==> src/rtl/hazard_pkg.sv <==
// Shared types for the hazard controller: forwarding selects, FSM states
// and the countdown-counter sizing helper.
package hazard_pkg;

    typedef enum logic [1:0] {
        FWD_RF       = 2'b00,
        FWD_MEM_ALU  = 2'b01,
        FWD_MEM_LOAD = 2'b10,
        FWD_WB       = 2'b11
    } fwd_sel_t;

    typedef enum logic [1:0] {
        IDLE  = 2'b00,
        STALL = 2'b01,
        FLUSH = 2'b10
    } hz_state_t;

    // Counter wide enough for max(a, b), never narrower than 3 bits.
    function automatic int cnt_width(input int a, input int b);
        int m;
        int w;
        m = (a > b) ? a : b;
        w = $clog2(m + 1);
        return (w < 3) ? 3 : w;
    endfunction

endpackage

==> src/rtl/hazard_control_unit_operand_forward_sel.sv <==
// Forwarding select for a single execute-stage source operand.
// MEM stage beats WB stage; register 0 optionally never matches.
module operand_forward_sel
    import hazard_pkg::*;
#(
    parameter int N            = 4,
    parameter bit R0_HARDWIRED = 1'b0
) (
    input  logic [N-1:0] rs,
    input  logic         rs_valid,
    input  logic         regw_m,
    input  logic         memtoreg_m,
    input  logic [N-1:0] rd_m,
    input  logic         regw_w,
    input  logic [N-1:0] rd_wb,
    output logic [1:0]   sel
);

    logic     masked;
    logic     hit_m;
    logic     hit_w;
    fwd_sel_t sel_t;

    assign masked = R0_HARDWIRED && (rs == '0);
    assign hit_m  = rs_valid && !masked && regw_m && (rd_m == rs);
    assign hit_w  = rs_valid && !masked && regw_w && (rd_wb == rs);

    always_comb begin
        sel_t = FWD_RF;
        if (hit_m) begin
            sel_t = memtoreg_m ? FWD_MEM_LOAD : FWD_MEM_ALU;
        end else if (hit_w) begin
            sel_t = FWD_WB;
        end
    end

    assign sel = sel_t;

endmodule

==> src/rtl/hazard_control_unit.sv <==
// Operand forwarding plus load-use stall / taken-branch flush sequencing.
// First cycle of each hazard is combinational; the remainder is counted out.
module hazard_control_unit
    import hazard_pkg::*;
#(
    parameter int N            = 4,
    parameter int NSRC         = 2,
    parameter int LOAD_LAT     = 1,
    parameter int FLUSH_CYC    = 1,
    parameter bit R0_HARDWIRED = 1'b0
) (
    input  logic              clk,
    input  logic              rst,
    input  logic              regw_m,
    input  logic              regw_w,
    input  logic              memtoreg_m,
    input  logic [N-1:0]      rd_m,
    input  logic [N-1:0]      rd_wb,
    input  logic [NSRC*N-1:0] rs_e,
    input  logic [NSRC-1:0]   rs_valid_e,
    input  logic [NSRC*N-1:0] rs_d,
    input  logic [NSRC-1:0]   rs_valid_d,
    input  logic              regw_e,
    input  logic              memtoreg_e,
    input  logic [N-1:0]      rd_e,
    input  logic              branch_taken_e,
    output logic [2*NSRC-1:0] fwd_sel,
    output logic              stall_f,
    output logic              stall_d,
    output logic              flush_d,
    output logic              flush_e,
    output logic              busy
);

    localparam int CW = cnt_width(LOAD_LAT, FLUSH_CYC);

    localparam logic [CW-1:0] LOAD_INIT  = CW'(LOAD_LAT - 1);
    localparam logic [CW-1:0] FLUSH_INIT = CW'(FLUSH_CYC - 1);
    localparam logic [CW-1:0] ONE        = CW'(1);

    for (genvar i = 0; i < NSRC; i++) begin : g_fwd
        operand_forward_sel #(
            .N            (N),
            .R0_HARDWIRED (R0_HARDWIRED)
        ) u_sel (
            .rs         (rs_e[i*N +: N]),
            .rs_valid   (rs_valid_e[i]),
            .regw_m     (regw_m),
            .memtoreg_m (memtoreg_m),
            .rd_m       (rd_m),
            .regw_w     (regw_w),
            .rd_wb      (rd_wb),
            .sel        (fwd_sel[2*i +: 2])
        );
    end

    hz_state_t     state;
    hz_state_t     state_n;
    logic [CW-1:0] cnt;
    logic [CW-1:0] cnt_n;
    logic          lu;
    logic          stall_c;
    logic          flush_d_c;
    logic          flush_e_c;

    always_comb begin
        lu = 1'b0;
        for (int i = 0; i < NSRC; i++) begin
            if (rs_valid_d[i] && (rs_d[i*N +: N] == rd_e)) begin
                lu = 1'b1;
            end
        end
        if (!(regw_e && memtoreg_e)) begin
            lu = 1'b0;
        end
        if (R0_HARDWIRED && (rd_e == '0)) begin
            lu = 1'b0;
        end
    end

    always_comb begin
        state_n   = state;
        cnt_n     = cnt;
        stall_c   = 1'b0;
        flush_d_c = 1'b0;
        flush_e_c = 1'b0;
        // A taken branch overrides whatever sequence is in flight.
        if (branch_taken_e) begin
            flush_d_c = 1'b1;
            flush_e_c = 1'b1;
            if (FLUSH_CYC > 1) begin
                state_n = FLUSH;
                cnt_n   = FLUSH_INIT;
            end else begin
                state_n = IDLE;
                cnt_n   = '0;
            end
        end else begin
            unique case (state)
                IDLE: begin
                    if (lu) begin
                        stall_c   = 1'b1;
                        flush_e_c = 1'b1;
                        if (LOAD_LAT > 1) begin
                            state_n = STALL;
                            cnt_n   = LOAD_INIT;
                        end
                    end
                end
                STALL: begin
                    stall_c   = 1'b1;
                    flush_e_c = 1'b1;
                    cnt_n     = cnt - ONE;
                    if (cnt == ONE) begin
                        state_n = IDLE;
                    end
                end
                FLUSH: begin
                    flush_d_c = 1'b1;
                    cnt_n     = cnt - ONE;
                    if (cnt == ONE) begin
                        state_n = IDLE;
                    end
                end
                default: begin
                    state_n = IDLE;
                    cnt_n   = '0;
                end
            endcase
        end
    end

    always_ff @(posedge clk) begin
        if (rst) begin
            state <= IDLE;
            cnt   <= '0;
        end else begin
            state <= state_n;
            cnt   <= cnt_n;
        end
    end

    assign stall_f = stall_c && !rst;
    assign stall_d = stall_c && !rst;
    assign flush_d = flush_d_c && !rst;
    assign flush_e = flush_e_c && !rst;
    assign busy    = (state != IDLE) && !rst;

endmodule

==> config.mk <==
export PLATFORM = sky130hd
export DESIGN_NAME = hazard_control_unit
export DESIGN_NICKNAME = d
export VERILOG_FILES = /design/src/rtl/hazard_pkg.sv /design/src/rtl/hazard_control_unit_operand_forward_sel.sv /design/src/rtl/hazard_control_unit.sv
export SDC_FILE = /design/constraint.sdc
export NUM_CORES = 1
export LEC_CHECK = 0
export ABC_AREA = 1
export BUFFER_PORTS_ARGS = -buffer_cell sky130_fd_sc_hd__buf_2
export CORE_AREA = 4 4 41 43
export DETAILED_ROUTE_END_ITERATION = 10
export DIE_AREA = 0 0 45 47
export PLACE_DENSITY = 0.87
export SYNTH_ARGS = -nofsm -noshare
export SYNTH_HDL_FRONTEND = slang
export SYNTH_SLANG_ARGS = --single-unit
==> constraint.sdc <==
create_clock -name clk -period 1.85 [get_ports clk]
set_input_delay 0.37 -clock clk [delete_from_list [all_inputs] [get_ports clk]]
set_output_delay 0.37 -clock clk [all_outputs]
set_load 0.01 [all_outputs]
-- Word-level counts from Yosys, hierarchy flattened
Index checks and enable logic that the tools add are counted.
- flip-flop bits (word level): 5
- input bits: 40
- output and inout port bits: 9
- logic and storage cells: 52
- add/subtract/negate cells: 1
- equal/unequal tests: 10
- muxes and demuxes: 17
- bitwise logic cells: 1
- reductions and logical operators: 21
- operators by type and width (cell ; number):
    equality test 4 bit ; 6
    logical AND 1 bit ; 15
    2-to-1 mux 2 bit ; 6
    2-to-1 mux 1 bit ; 8
    one-hot mux 3 bit (2 select lines) ; 1
    one-hot mux 2 bit (2 select lines) ; 1
    OR reduction 2 bit ; 2
    equality test 3 x 1 -> 1 bit (second input constant) ; 1
    subtractor 3 x 1 -> 3 bit (second input constant) ; 1
    equality test 2 x 1 -> 1 bit (second input constant) ; 1
    equality test 2 bit (second input constant) ; 1
    zero test 2 bit ; 1
    inequality test 2 x 1 -> 1 bit (second input constant) ; 1
    one-hot mux 1 bit (2 select lines) ; 1
    AND reduction 2 bit ; 1
    nonzero test 2 bit ; 1
    zero test 1 bit ; 1
    inverter 1 bit ; 1

-- Logic depth before layout (Yosys ltp)
- depth after elaboration: 9
- depth in mapped cells: 9
- gate-level depth less buffers: 8

-- Hierarchy
A second synthesis with hierarchy kept.
- cells, all modules: 125
- area total of the unflattened synthesis: 579.3 um2
- by module, submodules not included (module ; instances ; cells an instance ; area each (um2) ; seq. area each (um2)):
    operand_forward_sel ; 2 ; 40 ; 188.9 ; 0.0
    hazard_control_unit ; 1 ; 45 ; 201.4 ; 0.0

-- Worst setup path before layout
No wires, ideal clock.
- kind: input to output
- from: in rd_e[3]
- to: out stall_f
- arrival time: 1.111 ns
- required time: 1.480 ns
- path slack: 0.369 ns
- stages on the path: 9
- path buffers: 1
- cells stage by stage: inv_1 -> nand2_1 -> nand2_1 -> nor2_1 -> nand3_1 -> nand2_1 -> nand2_1 -> nor2_1 -> buf_4
- longest elaborated chain between the ends: 9
- elaborated cells between the ends (all ways): 11
- those cells by class: 2 x eq/ne; 6 x mux; 3 x reduce/logical
- RTL lines (what ; line ; RTL):
    from (decl) ; hazard_control_unit.sv:25 ; input logic [N-1:0] rd_e,
    equality test 4 bit ; hazard_control_unit.sv:69 ; if (rs_valid_d[i] && (rs_d[i*N +: N] == rd_e)) begin
    logical AND 1 bit ; hazard_control_unit.sv:69 ;
    2-to-1 mux 1 bit ; hazard_control_unit.sv:69 ;
    2-to-1 mux 1 bit (*) ; hazard_control_unit.sv:69 ;
    2-to-1 mux 1 bit (*) ; hazard_control_unit.sv:73 ; if (!(regw_e && memtoreg_e)) begin
    2-to-1 mux 1 bit (*) ; hazard_control_unit.sv:101 ; if (lu) begin
    one-hot mux 1 bit (2 select lines) (*) ; hazard_control_unit.sv:99 ; unique case (state)
    2-to-1 mux 1 bit (*) ; hazard_control_unit.sv:88 ; if (branch_taken_e) begin
    logical AND 1 bit (*) ; n/a ;
    to (decl) ; hazard_control_unit.sv:28 ; output logic stall_f,
Mark *: on every way between the ends. The rest lies on a longest branch, timed or not.

-- Worst setup path after layout
- from: in rd_m[0]
- to: out fwd_sel[3]
- longest elaborated chain between the ends: 3
- RTL lines (what ; line ; RTL):
    from (decl) ; hazard_control_unit.sv:17 ; input logic [N-1:0] rd_m,
    equality test 4 bit ; hazard_control_unit_operand_forward_sel.sv:25 ; assign hit_m = rs_valid && !masked && regw_m && (rd_m == rs);
    logical AND 1 bit ; hazard_control_unit_operand_forward_sel.sv:25 ;
    2-to-1 mux 2 bit ; hazard_control_unit_operand_forward_sel.sv:30 ; if (hit_m) begin
    to (decl) ; hazard_control_unit.sv:27 ; output logic [2*NSRC-1:0] fwd_sel,
No other way between the ends.

==> results.json <==
{
  "drc": 0,
  "firstDrtPassIters": 4,
  "crit_family": "simple AND/OR/NAND/NOR gates",
  "grt_pass1_wl_um": 2711,
  "crit_required_ns": 1.48,
  "syn_area_um2": 489.2,
  "vias": 779,
  "ys_types": 16,
  "setup_ws_ns": 0.2842,
  "clockPowerShare": 0,
  "vias_per_cell": 4.637,
  "clkbuf_count": 0,
  "fmax_mhz": 638.6,
  "yosys.area.top_type": "nand2_1",
  "finalWirelength_um": 1569,
  "total_switching_power_mw": 0.07249,
  "io_pins": 49,
  "global_route.usage.total": 0.1621,
  "utilization": 0.5596,
  "outcome": "complete, no violations",
  "syn_inst": 108,
  "combPwrFrac": 1.000,
  "holdBufCountCts": 0,
  "topRoutingLayerUsed": "met3",
  "drv_slew": 0,
  "drt-initial-drc-count": 9,
  "rows": 13,
  "tns_ns": 0,
  "rsz0062_at_grt": "no",
  "path_buf_inv": 3,
  "post_cts_buffers": 0,
  "power_leakage_nw": 0.5042,
  "antenna_found_initial": 0,
  "power.internal_mw": 0.06494,
  "wl_per_cell_um": 9.339,
  "final_area_um2": 728.2,
  "n_antenna_cell": 0,
  "crit_type": "input pin to primary output",
  "cp-end-kind": "primary output",
  "dr_wl_met3_um": 160,
  "dpl-instance-area_um2": 728.2,
  "wl_met1_um": 581,
  "syn-num-nets": 148,
  "yosysMostFrequentCell": "nand2_1",
  "nNetsFinal": 195,
  "syn_area_per_cell_um2": 4.530,
  "gp_congestion": 0.8645,
  "yosysSeqAreaShare": 0,
  "holdWs_ns": 0.9971,
  "drtAntennaViolNets": 0,
  "yosys_warnings": 0,
  "swShare": 0.5274,
  "grt_start_max_net_pins": 5,
  "slowest_stage": "nor2_1",
  "core_area_um2": 1301,
  "seqPwrFrac": 0,
  "hp-start": "branch_taken_e",
  "max_stage_delay_ns": 0.20,
  "dieArea_um2": 2115,
  "fin_total_pwr_mw": 0.1374,
  "met2_length_um": 828,
  "drv_cap": 0,
  "regArea_um2": 0,
  "pre_cts_slack_ns": 0.2959,
  "cp-startpoint": "rd_m[0]",
  "post_cts_resize_count": 0,
  "synth.area.top_cells": "nand2_1, inv_1, nor2_1, nand3_1, xnor2_1",
  "syn_to_final_growth_pct": 48.85,
  "peakVddDrop_uv": 81.00,
  "initial_core_util": 0.3760,
  "min_period_ns": 1.566,
  "power.density_nw_per_um2": 188.7,
  "hold_path_class": "input pin to primary output",
  "start_kind": "input pin",
  "drive_gt1_frac": 0.3137,
  "n_fill_cell": 146,
  "hpwl_um": 1461,
  "die_x_um": 45,
  "fin_crit_sh": 0.8464,
  "design.seq.count": 0,
  "grt_pass1_vias": 719,
  "stdcell_count": 168,
  "cp_max_fo": 3,
  "port_buffers": 47,
  "die_y_um": 47,
  "critPathMostFrequentCell": "nand2_1",
  "place_inst": 168,
  "timing_hold_violations_final": 0,
  "synth_common_cells": "nand2_1, inv_1, nor2_1",
  "synth_top_area_share": 0.3069,
  "path_cells": "buf_2, inv_1, nand2_1, nand3_1, nor2_1, nand2_1, nand2_1, nand2_1, buf_2",
  "grt-ovfl-total": 0,
  "finalSetupViolCount": 0,
  "arrival_ns": 1.20
}
-- per-layer routing --
metal  up-vias  track usage
li1        416            -
met1       328       0.1865
met2        35       0.3305
met3         0     0.007663
met4         0      0.02339
met5         -            0
-- power by group through the flow --
stage	registers, mW	clock network [mW]	logic (mW)
6_report	0	0	0.137
3_3_place_gp	0	0	0.131
4_1_cts	0	0	0.138
3_5_place_dp	0	0	0.137
5_1_grt	0	0	0.158
2_1_floorplan	0	0	0.0689
-- final timing paths --
kind	to	slack (ns)	depth (start not counted)
worst max-delay path	fwd_sel[3]	0.28	9
worst min-delay path	stall_d	1.0	3
-- placed cells by master, fill, tap and decap left out --
| cell | Yosys | final |
|---|---|---|
| buf_2 | 0 | 47 |
| nand2_1 | 40 | 40 |
| inv_1 | 20 | 20 |
| nor2_1 | 17 | 17 |
| nand3_1 | 9 | 9 |
| xnor2_1 | 5 | 5 |
| o21ai_0 | 4 | 4 |
| o211ai_1 | 2 | 2 |
| a21oi_1 | 2 | 2 |
| nor3_2 | 1 | 1 |
| xor2_1 | 1 | 1 |
| o22ai_1 | 1 | 1 |
| or2_0 | 1 | 1 |
| nand3b_1 | 1 | 1 |
| and3b_1 | 1 | 1 |
| conb_1 | 1 | 1 |
-- worst min-delay path: cells and delay by family --
kind / cells / cell delay [ns]
and+or+nand+nor: 1 / 0.04
buffers and inverters: 2 / 0.22
-- cell type report --
| cell class | instances | area [um^2] | share of cell area |
|---|---|---|---|
| Timing Repair Buffer | 47 | 235.2 | 0.3230 |
| Inverter | 20 | 75.07 | 0.1031 |
| Tap cell | 15 | 18.77 | 0.02577 |
| Multi-Input combinational cell | 86 | 399.1 | 0.5481 |
-- cells by family (layout without fill, tap and decap cells) --
| family | Yosys count | count (layout) | share of synthesized area |
|---|---|---|---|
| simple gates | 70 | 70 | 0.5959 |
| buf+inv | 22 | 67 | 0.1841 |
| compound gates | 9 | 9 | 0.1049 |
| xor+xnor | 6 | 6 | 0.1074 |
| other cells | 1 | 1 | 0.007665 |
Power figures use the tool's default switching activity.
